File: src/rtl/fifo_push_arbiter_pkg.sv
// Shared types and width helpers for the FIFO push arbiter and its picker.
// FIFO_ARB_SRC_TAG_EN widens the FIFO word by a source tag.
package fifo_arb_pkg;

    typedef enum logic {
        IDLE = 1'b0,
        LOCK = 1'b1
    } arb_state_e;

    function automatic int tag_w(input int n);
        return (n > 1) ? $clog2(n) : 1;
    endfunction

    function automatic int cnt_w(input int max_burst);
        return $clog2(max_burst) + 1;
    endfunction

    function automatic int din_w(input int data_w, input int n);
`ifdef FIFO_ARB_SRC_TAG_EN
        return data_w + tag_w(n);
`else
        return data_w;
`endif
    endfunction

endpackage

File: src/rtl/fifo_push_arbiter_if.sv
// Requester-side and FIFO-side signals of the push arbiter.
// fifo_din carries a source tag in its MSBs when FIFO_ARB_SRC_TAG_EN is defined.
interface fifo_push_arbiter_if
    import fifo_arb_pkg::*;
#(
    parameter int N_REQ  = 4,
    parameter int DATA_W = 32
);
    localparam int OWN_W = tag_w(N_REQ);
    localparam int DIN_W = din_w(DATA_W, N_REQ);

    logic [N_REQ-1:0]        req;
    logic [N_REQ*DATA_W-1:0] req_data;
    logic [N_REQ-1:0]        ack;
    logic                    fifo_full;
    logic                    fifo_push_en;
    logic [DIN_W-1:0]        fifo_din;
    logic                    busy;
    logic [OWN_W-1:0]        cur_owner;

    modport master (
        input  req, req_data, fifo_full,
        output ack, fifo_push_en, fifo_din, busy, cur_owner
    );

    modport slave (
        output req, req_data, fifo_full,
        input  ack, fifo_push_en, fifo_din, busy, cur_owner
    );

endinterface

File: src/rtl/fifo_push_arbiter_rr_pick.sv
// Rotating-base priority picker: first set request at or after rr_ptr, modulo N.
// Purely combinational so pop-side schedulers can reuse it.
module rr_pick
    import fifo_arb_pkg::*;
#(
    parameter int N  = 4,
    parameter int IW = tag_w(N)
) (
    input  logic [N-1:0]  req,
    input  logic [IW-1:0] rr_ptr,
    output logic          any,
    output logic [IW-1:0] winner
);

    always_comb begin
        int          idx;
        logic [IW-1:0] idx_t;
        any    = |req;
        winner = '0;
        idx    = 0;
        idx_t  = '0;
        // Walk from the farthest offset down so the nearest requester wins last.
        for (int k = N - 1; k >= 0; k--) begin
            idx = int'(rr_ptr) + k;
            if (idx >= N) idx = idx - N;
            idx_t = IW'(idx);
            if (req[idx_t]) winner = idx_t;
        end
    end

endmodule

File: src/rtl/fifo_push_arbiter.sv
// Round-robin push arbiter sharing one FIFO write port among N_REQ requesters,
// with bursts of up to MAX_BURST pushes per grant. FIFO_ARB_SRC_TAG_EN prepends the source index.
module fifo_push_arbiter
    import fifo_arb_pkg::*;
#(
    parameter int N_REQ     = 4,
    parameter int DATA_W    = 32,
    parameter int MAX_BURST = 4
) (
    input logic               clk,
    input logic               rst,
    fifo_push_arbiter_if.master bus
);

    localparam int OWN_W = tag_w(N_REQ);
    localparam int CNT_W = cnt_w(MAX_BURST);

    arb_state_e       state;
    logic [OWN_W-1:0] owner;
    logic [OWN_W-1:0] rr_ptr;
    logic [CNT_W-1:0] burst_cnt;
    logic [CNT_W-1:0] burst_nxt;
    logic             busy_q;

    logic             any;
    logic [OWN_W-1:0] winner;
    logic [OWN_W-1:0] sel;
    logic             xfer;
    logic [DATA_W-1:0] data_sel;

    function automatic logic [OWN_W-1:0] next_ptr(input logic [OWN_W-1:0] p);
        return (int'(p) == N_REQ - 1) ? '0 : p + 1'b1;
    endfunction

    rr_pick #(
        .N  (N_REQ),
        .IW (OWN_W)
    ) u_pick (
        .req    (bus.req),
        .rr_ptr (rr_ptr),
        .any    (any),
        .winner (winner)
    );

    // Zero-latency grant path; the current full flag gates every push.
    always_comb begin
        sel  = (state == LOCK) ? owner : winner;
        xfer = 1'b0;
        if (!rst && !bus.fifo_full)
            xfer = (state == LOCK) ? bus.req[owner] : any;
        data_sel  = bus.req_data[sel*DATA_W +: DATA_W];
        burst_nxt = burst_cnt + 1'b1;
    end

    assign bus.fifo_push_en = xfer;
    assign bus.ack          = xfer ? (N_REQ'(1) << sel) : '0;
`ifdef FIFO_ARB_SRC_TAG_EN
    assign bus.fifo_din     = {sel, data_sel};
`else
    assign bus.fifo_din     = data_sel;
`endif
    assign bus.busy         = busy_q;
    assign bus.cur_owner    = owner;

    // Owner is cleared on release so it doubles as the registered cur_owner.
    always_ff @(posedge clk) begin
        if (rst) begin
            state     <= IDLE;
            owner     <= '0;
            burst_cnt <= '0;
            rr_ptr    <= '0;
            busy_q    <= 1'b0;
        end else begin
            case (state)
                IDLE: begin
                    if (xfer) begin
                        if (MAX_BURST == 1) begin
                            rr_ptr <= next_ptr(winner);
                        end else begin
                            state     <= LOCK;
                            owner     <= winner;
                            burst_cnt <= CNT_W'(1);
                            busy_q    <= 1'b1;
                        end
                    end
                end
                LOCK: begin
                    if (!bus.req[owner]) begin
                        state  <= IDLE;
                        rr_ptr <= next_ptr(owner);
                        owner  <= '0;
                        busy_q <= 1'b0;
                    end else if (xfer) begin
                        burst_cnt <= burst_nxt;
                        if (burst_nxt == CNT_W'(MAX_BURST)) begin
                            state  <= IDLE;
                            rr_ptr <= next_ptr(owner);
                            owner  <= '0;
                            busy_q <= 1'b0;
                        end
                    end
                end
                default: begin
                    state  <= IDLE;
                    owner  <= '0;
                    busy_q <= 1'b0;
                end
            endcase
        end
    end

endmodule

File: src/flat_wrapper.sv
// flat-port wrapper written by rule: the top's interface ports become plain ports
module fifo_push_arbiter_flat import fifo_arb_pkg::*;
#(
    parameter int N_REQ     = 4,
    parameter int DATA_W    = 32,
    parameter int MAX_BURST = 4
)
  (clk, rst, bus_req, bus_req_data, bus_fifo_full, bus_ack, bus_fifo_push_en, bus_fifo_din, bus_busy, bus_cur_owner);
  fifo_push_arbiter_if #(.N_REQ(N_REQ), .DATA_W(DATA_W)) bus_i ();
  input logic clk;
  input logic rst;
  input wire logic [$bits(bus_i.req)-1:0] bus_req;
  input wire logic [$bits(bus_i.req_data)-1:0] bus_req_data;
  input wire logic [$bits(bus_i.fifo_full)-1:0] bus_fifo_full;
  output wire logic [$bits(bus_i.ack)-1:0] bus_ack;
  output wire logic [$bits(bus_i.fifo_push_en)-1:0] bus_fifo_push_en;
  output wire logic [$bits(bus_i.fifo_din)-1:0] bus_fifo_din;
  output wire logic [$bits(bus_i.busy)-1:0] bus_busy;
  output wire logic [$bits(bus_i.cur_owner)-1:0] bus_cur_owner;
  assign bus_i.req = bus_req;
  assign bus_i.req_data = bus_req_data;
  assign bus_i.fifo_full = bus_fifo_full;
  assign bus_ack = bus_i.ack;
  assign bus_fifo_push_en = bus_i.fifo_push_en;
  assign bus_fifo_din = bus_i.fifo_din;
  assign bus_busy = bus_i.busy;
  assign bus_cur_owner = bus_i.cur_owner;
  fifo_push_arbiter #(.N_REQ(N_REQ), .DATA_W(DATA_W), .MAX_BURST(MAX_BURST)) u_core (.clk(clk), .rst(rst), .bus(bus_i));
endmodule
File: config.mk
export PLATFORM = sky130hd
export DESIGN_NAME = fifo_push_arbiter_flat
export DESIGN_NICKNAME = d
export VERILOG_FILES = /design/src/rtl/fifo_push_arbiter_pkg.sv /design/src/rtl/fifo_push_arbiter_if.sv /design/src/rtl/fifo_push_arbiter_rr_pick.sv /design/src/rtl/fifo_push_arbiter.sv /design/src/flat_wrapper.sv
export SDC_FILE = /design/constraint.sdc
export NUM_CORES = 1
export LEC_CHECK = 0
export BUFFER_PORTS_ARGS = -buffer_cell sky130_fd_sc_hd__buf_4
export CAP_MARGIN = 25
export CORE_ASPECT_RATIO = 0.8
export CORE_MARGIN = 3
export CORE_UTILIZATION = 39
export CTS_CLUSTER_SIZE = 25
export DETAILED_ROUTE_END_ITERATION = 10
export HOLD_SLACK_MARGIN = 0.1
export PLACE_DENSITY = 0.95
export SKIP_LAST_GASP = 1
export SLEW_MARGIN = 20
export SYNTH_ARGS = -nofsm -noshare
export SYNTH_HDL_FRONTEND = slang
export SYNTH_SLANG_ARGS = --single-unit
File: constraint.sdc
create_clock -name clk -period 2.6 [get_ports clk]
set_clock_uncertainty 0.05 [all_clocks]
set_input_delay 0.26 -clock clk [delete_from_list [all_inputs] [get_ports clk]]
set_output_delay 0.26 -clock clk [all_outputs]
set_load 0.02 [all_outputs]
## Word level (Yosys, flattened, before mapping)

Cells that the tools add are included.

- Bits in registers: 9
- Latch bits: 0
- Bits in writable memories: 0
- ROM bits: 0
- Input bits: 135
- Output and inout bits: 40
- Logic and storage cells: 87
- Memories kept: 0

- Add/subtract/negate cells: 9
- $mul: 0
- Div/mod/pow operators: 0
- Magnitude comparators: 9
- Eq/ne operators: 9
- Shift-type cells: 2
- Muxes and demuxes: 45
- Bitwise operators: 1
- Reductions and logical operators: 7

Operator list:

| operator | count |
|---|---|
| 128-bit by 8-bit variable part select with 32-bit output | 1 |
| 2-bit 2-to-1 mux | 17 |
| 2-bit by 3-bit < comparator with 1-bit output (second input constant) | 5 |
| 1-bit 2-to-1 mux | 15 |
| 1-bit binary-select mux with 2-bit select | 5 |
| 3-bit greater-or-equal comparator (second input constant) | 3 |
| 3-bit 2-to-1 mux | 3 |
| 3-bit AND reduction | 3 |
| 2-bit by 1-bit subtractor with 2-bit output (second input constant) | 4 |
| 2-bit by 2-bit adder with 3-bit output (second input constant) | 2 |
| 2-bit inequality test (second input constant) | 3 |
| 3-bit inequality test (second input constant) | 2 |
| 3-bit case mux with 2 select lines | 1 |
| 4-bit 2-to-1 mux | 1 |
| 2-bit by 1-bit inequality test with 1-bit output (second input constant) | 2 |
| 1-bit case mux with 2 select lines | 2 |
| 2-bit case mux with 2 select lines | 1 |
| 4-bit OR reduction | 1 |
| 1-bit by 2-bit left shift with 4-bit output (first input constant) | 1 |
| 2-bit by 1-bit adder with 3-bit output (second input constant) | 1 |
| 3-bit by 1-bit adder with 3-bit output (second input constant) | 1 |
| 3-bit == test (second input constant) | 1 |
| 2-bit by 3-bit greater-or-equal comparator with 1-bit output (second input constant) | 1 |
| 2-bit by 1-bit adder with 2-bit output (second input constant) | 1 |
| 4 further kinds | 5 |

## Longest topological paths before layout

- Depth after elaboration: 12
- Gate-level depth with buffers: 7
- Depth with buffers taken out: 6

## Modules after synthesis

A second synthesis with hierarchy kept.

- Cell total of the unflattened synthesis: 112
- Area, all modules: 1,425.1 sq um

Modules (own cells, without submodules):

| module | times used | cells an instance | area an instance (sq um) | sequential area each (sq um) |
|---|---|---|---|---|
| fifo_push_arbiter | 1 | 99 | 1,347.5 | 180.2 |
| rr_pick | 1 | 13 | 77.6 | 0.0 |

## Worst setup path before layout

No wires, ideal clock.

- Kind: register to output
- Start: register u_core.owner[0] (netlist: u_core.bus.cur_owner[0])
- End: output port bus_ack[1]
- Arrival time: 1,800 ps
- Required time: 2,290 ps
- Slack: 490 ps
- Cell stages (with the launch flop): 5
- Path buffers: 0
- Path through: dfxtp_1 > mux4_2 > nand2b_1 > and2b_1 > and3_1

- Word-level cells in the longest chain between the ends: 5
- Elaborated cells between the ends (all ways): 7
- Those cells by class: shift (1); mux (6)

Ends and longest elaborated chain:

| what | line | text |
|---|---|---|
| start: declaration | fifo_push_arbiter.sv:19 | `logic [OWN_W-1:0] owner;` |
| start signal: assignment | fifo_push_arbiter.sv:81 | `owner <= winner;` |
| 1-bit binary-select mux with 2-bit select | fifo_push_arbiter.sv:50 | `xfer = (state == LOCK) ? bus.req[owner] : any;` |
| 1-bit 2-to-1 mux (implied by the code) | fifo_push_arbiter.sv:50 |  |
| 1-bit 2-to-1 mux | fifo_push_arbiter.sv:50 |  |
| 1-bit 2-to-1 mux | fifo_push_arbiter.sv:49 | `if (!rst && !bus.fifo_full)` |
| via bus_fifo_push_en | flat_wrapper.sv:16 | `output wire logic [$bits(bus_i.fifo_push_en)-1:0] bus_fifo_push_en;` |
| 4-bit 2-to-1 mux | fifo_push_arbiter.sv:56 | `assign bus.ack = xfer ? (N_REQ'(1) << sel) : '0;` |
| end: declaration | flat_wrapper.sv:15 | `output wire logic [$bits(bus_i.ack)-1:0] bus_ack;` |

The timed path passes the listed nets, and every way through them passes these cells. The select of a mux whose other input is x is not followed.

## Worst setup path after layout

- Start: register u_core.owner[0] (netlist: u_core.bus.cur_owner[0])
- End: output port bus_ack[1]

- Word-level cells in the longest chain between the ends: 5
- Elaborated cells between the ends (all ways): 7
- Those cells by class: shift (1); mux (6)

Ends and longest elaborated chain:

| what | line |
|---|---|
| 1-bit binary-select mux with 2-bit select | fifo_push_arbiter.sv:50 |
| 1-bit 2-to-1 mux (implied by the code) | fifo_push_arbiter.sv:50 |
| 1-bit 2-to-1 mux | fifo_push_arbiter.sv:50 |
| 1-bit 2-to-1 mux | fifo_push_arbiter.sv:49 |
| 4-bit 2-to-1 mux (*) | fifo_push_arbiter.sv:56 |

Every way passes the cells marked *; elsewhere a longest branch is shown, timed or not. The select of a mux whose other input is x is not followed.

==> summary.md <==
| Metric | Value |
|---|---|
| Outcome | `completed` |
| First-pass DRT Iterations | `4` |
| I/O pin total | `roughly 180` |
| Commonest non-fill, non-tap cell in the layout | `buf_4` |
| Final layout net count | `499` |
| Total negative slack | `0 ns` |
| Rel. slew slack | `0.708` |
| Final setup fails | `0` |
| CTS tree | `built` |
| Worst VDD drop | `311 µV` |
| Slowest-stage cell, CP | `mux4_2` |
| Multi-input logic area | `0.00142 mm²` |
| Share of cells above drive strength 1 | `0.536` |
| Main flop type after synthesis | `dfxtp_1` |
| FMAX | `413 MHz` |
| Async set-reset flop share out of synthesis | `0` |
| EDFF count, synth | `0` |
| Root buf cell | `clkbuf_8` |
| Area Overhead vs Synth | `86.5%` |
| Syn. warnings | `0` |
| Mapped Nets | `322` |
| Final period util | `0.931` |
| Buffers on Ports | `174` |
| Cell Chain, Critical Path | `mux4_2 > nand2b_1 > and2b_1 > and3_1 > buf_4` |
| Max-cap violations | `0` |
| Family with the most delay on the worst path | `simple AND/OR/NAND/NOR gates` |
| CP endpoint kind | `primary output` |
| Slowest stage delay, CP | `~0.6 ns` |
| Vias in the first global route | `between 2k and 2.5k` |
| Final setup margin | `0.179 ns` |
| Pre-CTS setup slack | `0.195 ns` |
| Gates resized, CTS repair | `0` |
| Leak Pwr | `1.70 nW` |
| RSZ-0062 raised after global routing | `false` |
| Largest net degree at the start of global routing | `26` |
| Worst Hold Class | `in2reg` |
| Worst Path Buf+Inv | `1` |
| Seq. cell area | `180 µm²` |
| Residual DRC | `0` |
| Fillcell total | `290` |
| Final Hold Fails | `0` |
| Fin. max-slew vios | `0` |
| Critical path type | `reg2out` |
| Sequential area share after synthesis | `0.106` |
| Placed inst area | `0.00308 mm²` |
| Die ar. | `0.00518 mm²` |
| Routed WL | `6.69 mm` |
| Core ar. | `0.00398 mm²` |
| Grt ovf | `0` |
| Finished Cell Area | `0.00316 mm²` |
| Initial antenna violation count | `0` |
| Yosys cell types | `38` |
| TritonCTS buffer count | `3` |
| Clock sink count | `9` |
| Crit path launch type | `flop` |
| Vias post-DR | `2140` |
| Syn avg cell area | `9.21 µm²` |
| First-pass GRT wire length | `between 9 and 10 mm` |
| Initial Util | `0.426` |
| Antenna Nets Post-Route | `0` |
| DR iter-0 viols | `89` |
| Yosys reg bits | `9` |
| Routed wire per std cell | `16.1 µm` |
| PD cells | `approximately 340 mW/mm²` |
| Routed vias/inst | `just over 5` |
| Row cnt | `20` |
| Worst-Skew Late Latency | `0.23 ns` |
| Min Hold Slack | `0.231 ns` |
| Antenna diodes | `0` |
| Critical path data arrival time | `2.11 ns` |
| Clock H-tree levels | `1` |
| Die X | `79.7 µm` |
| DIE HEIGHT | `65.0 µm` |
| Worst Max-Slew Pin Slew | `0.437 ns` |
| Netlist Area Pre-Place | `~0.0017 mm²` |
| Total Routing Usage GR | `0.242` |
| Most frequent cells in the layout | `buf_4, mux2i_1, dfxtp_1, nor2_1, a21oi_1` |
| Crit Path Max Fanout | `6` |
| Tmin final | `between 2 and 2.5 ns` |
| Placed wire-length estimate | `5.61 mm` |
| Cells after Synth | `~180` |
| Longest Clk Path Bufs | `2` |
| CP required | `2.29 ns` |
| Routability Congestion | `0.915` |
| Clk slew on worst S/H paths | `approximately 0.040 ns` |
-- synth_stat cells, types with 2 or more instances --
cell / n / area, µm²
dfxtp_1: 9 / 180
inv_1: 4 / 15.0
nor2_1: 8 / 30.0
nor3_1: 2 / 10.0
buf_4: 4 / 30.0
a211oi_1: 2 / 15.0
nand2b_1: 5 / 31.3
o21ai_1: 3 / 15.0
ha_1: 3 / 37.5
mux2i_1: 97 / 971
and3_1: 3 / 18.8
buf_6: 3 / 33.8
a21oi_1: 8 / 40.0
nand2_1: 4 / 15.0
o21ai_0: 2 / 10.0
buf_2: 4 / 20.0
nand3_1: 2 / 10.0
-- worst reg2reg max path: stages (launching register included) --
cell,delay [ns]
dfxtp_1,0.47
mux4_2,0.61
nand2b_1,0.20
and2b_1,0.24
nand2b_1,0.17
a21oi_1,0.11
-- metal layers --
metal  global-route usage  vias to the layer above  share of wire
met4               0.0622                        0          0.013
met2                0.473                      102           0.53
met1                0.261                      975           0.37
met3               0.0486                        8          0.081
met5                    0                        -              0
li1                     -                     1055              -
-- repair_timing --
action                     CTS  global route
hold buffers                 0             0
buffers inserted             5             0
setup endpoints to repair   17             0
-- power by group --
part	internal [mW]	switching, mW
combinational	0.406	0.346
clock	0.107	0.0550
sequential	0.145	0.00911
-- final timing paths --
check | end | from | slack (ns) | depth (start not counted)
setup / recovery | bus_ack[1] | u_core.bus.cur_owner[0]$_SDFFE_PP0P_ | 0.18 | 5
hold / removal | u_core.burst_cnt[2]$_SDFFE_PP0P_ | rst | 0.23 | 2
setup reg to reg | u_core.burst_cnt[1]$_SDFFE_PP0P_ | u_core.bus.cur_owner[0]$_SDFFE_PP0P_ | 0.68 | 5
hold reg to reg | u_core.bus.busy$_SDFFE_PP0P_ | u_core.bus.busy$_SDFFE_PP0P_ | 0.45 | 2
-- final cells by class --
type,instances,share of cell area
flip-flops and latches,9,0.0570
repair buffers,184,0.453
well taps,55,0.0218
clock buffers,4,0.0142
inverters,4,0.00475
multi-input cells,159,0.450
-- kinds of logic after synthesis --
| family | count (synthesis) | share of synthesized area |
|---|---|---|
| mux | 98 | 0.586 |
| simple gates | 32 | 0.102 |
| compound gates | 25 | 0.118 |
| buf+inv | 16 | 0.0605 |
| flops | 9 | 0.106 |
| fa+ha+maj | 3 | 0.0221 |
| xor+xnor | 1 | 0.00517 |
-- metrics by stage --
stage | total power [mW] | utilization | std cells
6_report | 1.07 | 0.795 | 415
2_1_floorplan | 0.553 | - | 184
3_5_place_dp | 0.896 | 0.774 | 406
5_1_grt | 1.13 | 0.795 | 415
4_1_cts | 1.07 | 0.795 | 415
3_3_place_gp | 0.877 | 0.774 | 406
-- state kept, by name, indices dropped and copies added (netlist names) --
name and cells:
u_core.rr_ptr 2, u_core.state 1, u_core.bus.cur_owner 2, u_core.burst_cnt 3, u_core.bus.busy 1
Power figures use the tool's default switching activity.
